## src/rtl/concat_stream_buffer.sv

```systemverilog
// Ping-pong store for the concatenated vector [x_t ; h_{t-1}]: one bank is filled
// word by word while the other streams out all DEPTH words, one per cycle.
module concat_stream_buffer #(
    parameter int DATA_WIDTH = 16,
    parameter int X_LEN      = 6,
    parameter int H_LEN      = 64,
    parameter int ADDR_WIDTH = 8
) (
    input  logic                         clk,
    input  logic                         rst,
    input  logic                         x_wr_en,
    input  logic [ADDR_WIDTH-1:0]        x_wr_addr,
    input  logic signed [DATA_WIDTH-1:0] x_wr_data,
    input  logic                         h_wr_en,
    input  logic [ADDR_WIDTH-1:0]        h_wr_addr,
    input  logic signed [DATA_WIDTH-1:0] h_wr_data,
    input  logic                         swap,
    input  logic                         rd_start,
    output logic signed [DATA_WIDTH-1:0] rd_data,
    output logic                         rd_valid,
    output logic                         rd_last,
    output logic                         rd_busy,
    output logic                         wr_bank
);

    localparam int DEPTH = X_LEN + H_LEN;
    localparam int IDX_W = (DEPTH > 1) ? $clog2(DEPTH) : 1;
    localparam logic [IDX_W-1:0]      LAST_IDX = IDX_W'(DEPTH - 1);
    localparam logic [IDX_W-1:0]      H_BASE   = IDX_W'(X_LEN);
    localparam logic [ADDR_WIDTH:0]   X_LIMIT  = (ADDR_WIDTH + 1)'(X_LEN);
    localparam logic [ADDR_WIDTH:0]   H_LIMIT  = (ADDR_WIDTH + 1)'(H_LEN);

    typedef enum logic {
        IDLE   = 1'b0,
        STREAM = 1'b1
    } state_t;

    state_t state, state_nxt;

    logic signed [DATA_WIDTH-1:0] mem [2][DEPTH];

    logic [IDX_W-1:0] rd_cnt, rd_cnt_nxt;
    logic [IDX_W-1:0] x_idx, h_idx;
    logic             x_wr_ok, h_wr_ok;
    logic             wr_bank_nxt;
    logic             swap_pend, swap_pend_nxt;
    logic             issue, issue_last;

    assign x_wr_ok = x_wr_en && ({1'b0, x_wr_addr} < X_LIMIT);
    assign h_wr_ok = h_wr_en && ({1'b0, h_wr_addr} < H_LIMIT);
    assign x_idx   = IDX_W'(x_wr_addr);
    assign h_idx   = H_BASE + IDX_W'(h_wr_addr);

    // Writes always land in the bank selected before any toggle on this edge.
    always_ff @(posedge clk) begin
        if (x_wr_ok) begin
            mem[wr_bank][x_idx] <= x_wr_data;
        end
        if (h_wr_ok) begin
            mem[wr_bank][h_idx] <= h_wr_data;
        end
    end

    // A swap seen mid-stream is held until the last word is issued, so the
    // bank being read never changes underneath an active stream.
    always_comb begin
        state_nxt     = state;
        rd_cnt_nxt    = rd_cnt;
        wr_bank_nxt   = wr_bank;
        swap_pend_nxt = swap_pend;
        issue         = 1'b0;
        issue_last    = 1'b0;

        case (state)
            IDLE: begin
                if (swap) begin
                    wr_bank_nxt = ~wr_bank;
                end
                if (rd_start) begin
                    state_nxt  = STREAM;
                    rd_cnt_nxt = '0;
                end
            end

            STREAM: begin
                issue = 1'b1;
                if (rd_cnt == LAST_IDX) begin
                    issue_last    = 1'b1;
                    rd_cnt_nxt    = '0;
                    swap_pend_nxt = 1'b0;
                    if (swap_pend || swap) begin
                        wr_bank_nxt = ~wr_bank;
                    end
                    state_nxt = rd_start ? STREAM : IDLE;
                end else begin
                    rd_cnt_nxt = rd_cnt + 1'b1;
                    if (swap) begin
                        swap_pend_nxt = 1'b1;
                    end
                end
            end

            default: begin
                state_nxt = IDLE;
            end
        endcase
    end

    always_ff @(posedge clk or posedge rst) begin
        if (rst) begin
            state     <= IDLE;
            rd_cnt    <= '0;
            wr_bank   <= 1'b0;
            swap_pend <= 1'b0;
            rd_data   <= '0;
            rd_valid  <= 1'b0;
            rd_last   <= 1'b0;
        end else begin
            state     <= state_nxt;
            rd_cnt    <= rd_cnt_nxt;
            wr_bank   <= wr_bank_nxt;
            swap_pend <= swap_pend_nxt;
            rd_valid  <= issue;
            rd_last   <= issue_last;
            if (issue) begin
                rd_data <= mem[~wr_bank][rd_cnt];
            end
        end
    end

    assign rd_busy = (state == STREAM);

endmodule

```

## config.mk

```make
export PLATFORM = sky130hd
export DESIGN_NAME = concat_stream_buffer
export DESIGN_NICKNAME = d
export VERILOG_FILES = /design/src/rtl/concat_stream_buffer.sv
export SDC_FILE = /design/constraint.sdc
export NUM_CORES = 2
export LEC_CHECK = 0
export ABC_AREA = 1
export CORE_ASPECT_RATIO = 1.25
export CORE_UTILIZATION = 35
export DETAILED_ROUTE_END_ITERATION = 6
export DONT_BUFFER_PORTS = 1
export PLACE_DENSITY = 0.58
export SETUP_SLACK_MARGIN = 0.02
export SYNTH_ARGS = -nofsm -noshare
export SYNTH_HDL_FRONTEND = slang
export SYNTH_SLANG_ARGS = --single-unit
export TNS_END_PERCENT = 10
```

## constraint.sdc

```tcl
create_clock -name clk -period 3.6 [get_ports clk]
set_clock_uncertainty 0.1 [all_clocks]
set_input_delay 0.72 -clock clk [delete_from_list [all_inputs] [get_ports clk]]
set_output_delay 0.72 -clock clk [all_outputs]
set_load 0.02 [all_outputs]
```

==> impl_metrics.py <==
metrics = {
    "run_status": {
        "outcome": "completed",
    },
    "power_and_ir_drop": {
        "p_int_mw": 50.2,
        "p_switching_mw": 33.4,
        "clkPwrFrac_pct": 27.7,
        "netSwitchingFraction_pct": 40.0,
        "pwr-share-seq_pct": 35.5,
        "p_leak_nw": 45.0,
        "power_density_nw_per_um2": 706,
        "p_comb_share_pct": 36.8,
        "peakVddDrop_v": 0.000719,
    },
    "synthesis": {
        "synth-seq-area-share_pct": 65.5,
        "synth_nets": 10800,
        "ys_types": 29,
        "avgSynthCellArea_um2": 9.69,
        "yosys_warnings": 0,
        "synthCells": 10700,
        "ys_seq_elements": 2268,
        "syn-cell-area_um2": 104000,
    },
    "critical_path": {
        "cp.required_ps": 4270,
        "worstReg2RegEnd": "rd_data[9]$_DFFE_PP0P_",
        "reg2reg_depth": 15,
        "cp-end-kind": "flop",
        "r2r_slack_ps": 180,
        "start_kind": "flop",
        "cp.arrival_ps": 4100,
        "cp_max_fo": 46,
        "critPathKind": "reg -> reg",
        "r2r_start": "rd_cnt[0]$_DFFE_PP0P_",
    },
    "timing": {
        "setup_slack_ps": 176,
        "whs_ps": 11.8,
        "grt_setup_unrepaired": "false",
        "drv_slew": 0,
        "worst_slew_pin_slew_ps": 1160,
        "post-route-min-period_ps": 3420,
        "setup_violations": 0,
        "relSlewSlack_pct": 22.1,
        "fin_crit_sh_pct": 95.1,
        "fmax_ghz": 0.292,
        "finalHoldViolCount": 0,
        "fin_tns_setup_ps": 0,
    },
    "worst_hold_path": {
        "holdCritStartpoint": "x_wr_data[7]",
        "holdPathEnd": "mem[1][711]$_DFFE_PP_",
        "whs_path_depth": 2,
        "hold_class": "in -> reg",
    },
    "place": {
        "gp_congestion": 0.915,
        "place_area_um2": 111000,
        "dpl_worst_slack_ps": 8.23,
        "dpl.hpwl_um": 211000,
        "portBuffers": 0,
    },
    "clock_network": {
        "cts_tree": "built",
        "cts_made_buffers": 230,
        "holdBufCountCts": 32,
        "path_clk_slew_ps": 60,
        "cts_sinks": 2268,
        "cts_setup_buffers": 0,
        "clk_latency_ps": 900,
        "htree_levels": 4,
        "root_buffer": "clkbuf_16",
        "clk_path_buf_depth": 4,
        "ctsResizeCount": 0,
    },
    "finish": {
        "stdcell_area_um2": 118000,
        "mostFrequentLayoutCell": "nand2_1",
        "fin_util_pct": 40.1,
        "synthToLayoutAreaGrowth_pct": 14.1,
        "n_fill_cell": 28200,
        "finalNetCount": 10700,
        "final_cell_mix": "nand2_1 (2723), edfxtp_1 (2240), o21ai_0 (1820)",
        "drive_gt1_share_pct": 9.15,
    },
    "global_route": {
        "grt_pass1_vias": 75200,
        "grt_use_total_pct": 23.7,
        "grt-ovfl-total": 0,
        "antenna_found_initial": 26,
        "grt_pass1_wl_um": 517000,
        "grt_max_degree": 113,
    },
    "drt": {
        "drtPass1Iterations": 6,
        "wl_um": 362000,
        "vias": 79200,
        "routedWlPerCell_um": 24.6,
        "post-route-drc-count": 0,
        "vias_per_cell": 5.37,
        "drt_iter0_drc": 10600,
        "ant_nets": 0,
    },
    "die": {
        "core_area_um2": 295000,
        "dieWidth_um": 489,
        "fp.dieH_um": 611,
        "pin_count": 74,
        "start_util_pct": 35.2,
        "dieArea_um2": 299000,
        "rows": 223,
    },
    "job": {
        "maxCapViolations": 0,
    },
}
cell type report:
cell class / count / area (um^2) / area share, %
Clock buffer: 296 / 6130 / 5.18
Sequential cell: 2268 / 68000 / 57.4
Tap cell: 3937 / 4930 / 4.16
Inverter: 463 / 1800 / 1.52
Clock inverter: 118 / 911 / 0.769
Multi-Input combinational cell: 6988 / 30300 / 25.6
Timing Repair Buffer: 653 / 6360 / 5.37
Antenna cell: 8 / 20.0 / 0.0169
sequential cells by signal, indices dropped and copies added, names as in the netlist:
signal	flops
mem	2240
rd_data	16
rd_cnt	7
rd_busy	1
rd_last	1
rd_valid	1
swap_pend	1
wr_bank	1
Yosys cell counts (all sizes together):
cell,count,share of area (%)
o221ai,25,0.21
or2,13,0.078
ha,2,0.024
o21ai,1820,8.8
clkbuf,828,3.0
o22ai,59,0.36
a31oi,3,0.018
o32ai,1,0.0084
nor4,4,0.068
nor2,1492,5.4
nand2,2723,9.9
and3,1,0.0060
buf,155,0.64
nor3,5,0.049
xor2,6,0.051
nand3,616,3.0
edfxtp,2240,65
a21oi,115,0.55
clkinv,22,0.080
o211ai,101,0.73
inv,441,1.6
nor3b,2,0.014
dfrtp,28,0.68
power by group through the flow:
stage / registers [mW] / logic (mW) / clock network, mW
CTS: 29.7 / 30.3 / 23.3
global placement: 30.2 / 29.8 / 0
global route: 29.7 / 32.7 / 24.2
detailed placement: 30.2 / 30.0 / 0
floorplan: 29.9 / 17.6 / 0
finish: 29.7 / 30.8 / 23.1
routing by layer:
layer	global-route usage, %	vias up	share of wire, %
met1	29.6	38200	37
met5	0	-	0.058
met4	13.0	8	6.1
li1	-	36100	-
met2	38.7	3971	47
met3	4.25	933	9.6
how the worst max path moves through the flow:
stage / from / end / cells past startpoint
after floorplan: h_wr_addr[2] / mem[0][32]$_DFFE_PP_ / 11
after detailed placement: h_wr_addr[2] / mem[1][935]$_DFFE_PP_ / 14
after global routing: rd_cnt[0]$_DFFE_PP0P_ / rd_data[9]$_DFFE_PP0P_ / 15
final: rd_cnt[0]$_DFFE_PP0P_ / rd_data[9]$_DFFE_PP0P_ / 15
after global placement: h_wr_addr[2] / mem[1][933]$_DFFE_PP_ / 14
after CTS: rd_cnt[0]$_DFFE_PP0P_ / rd_data[9]$_DFFE_PP0P_ / 13
through the flow:
stage,power (mW),std cells
after CTS,83.3,14700
after floorplan,47.5,10700
after global routing,86.7,14700
after detailed placement,60.2,14300
after global placement,60.0,14300
final,83.6,14700
cells by family after synthesis:
family,share of synthesized area [%]
buffers and inverters,5.31
AO/OA/AOI/OAI,10.7
flip-flops,65.5
AND/OR/NAND/NOR,18.4
XOR/XNOR,0.0507
adder cells (fa/ha/maj),0.0241
critical path, cell delays in order, from the launching register on:
cell	delay (ps)
dfrtp_4	650
buf_12	320
buf_12	280
nor2_1	80
o21ai_0	80
nand2_1	140
nand2_1	80
nand2_1	60
inv_1	120
nand2_1	210
nand2_1	120
nand2_1	110
nor2_1	330
nand2_1	190
nand3_1	240
a21oi_1	100
No activity file was read; power rests on OpenSTA's default activity.
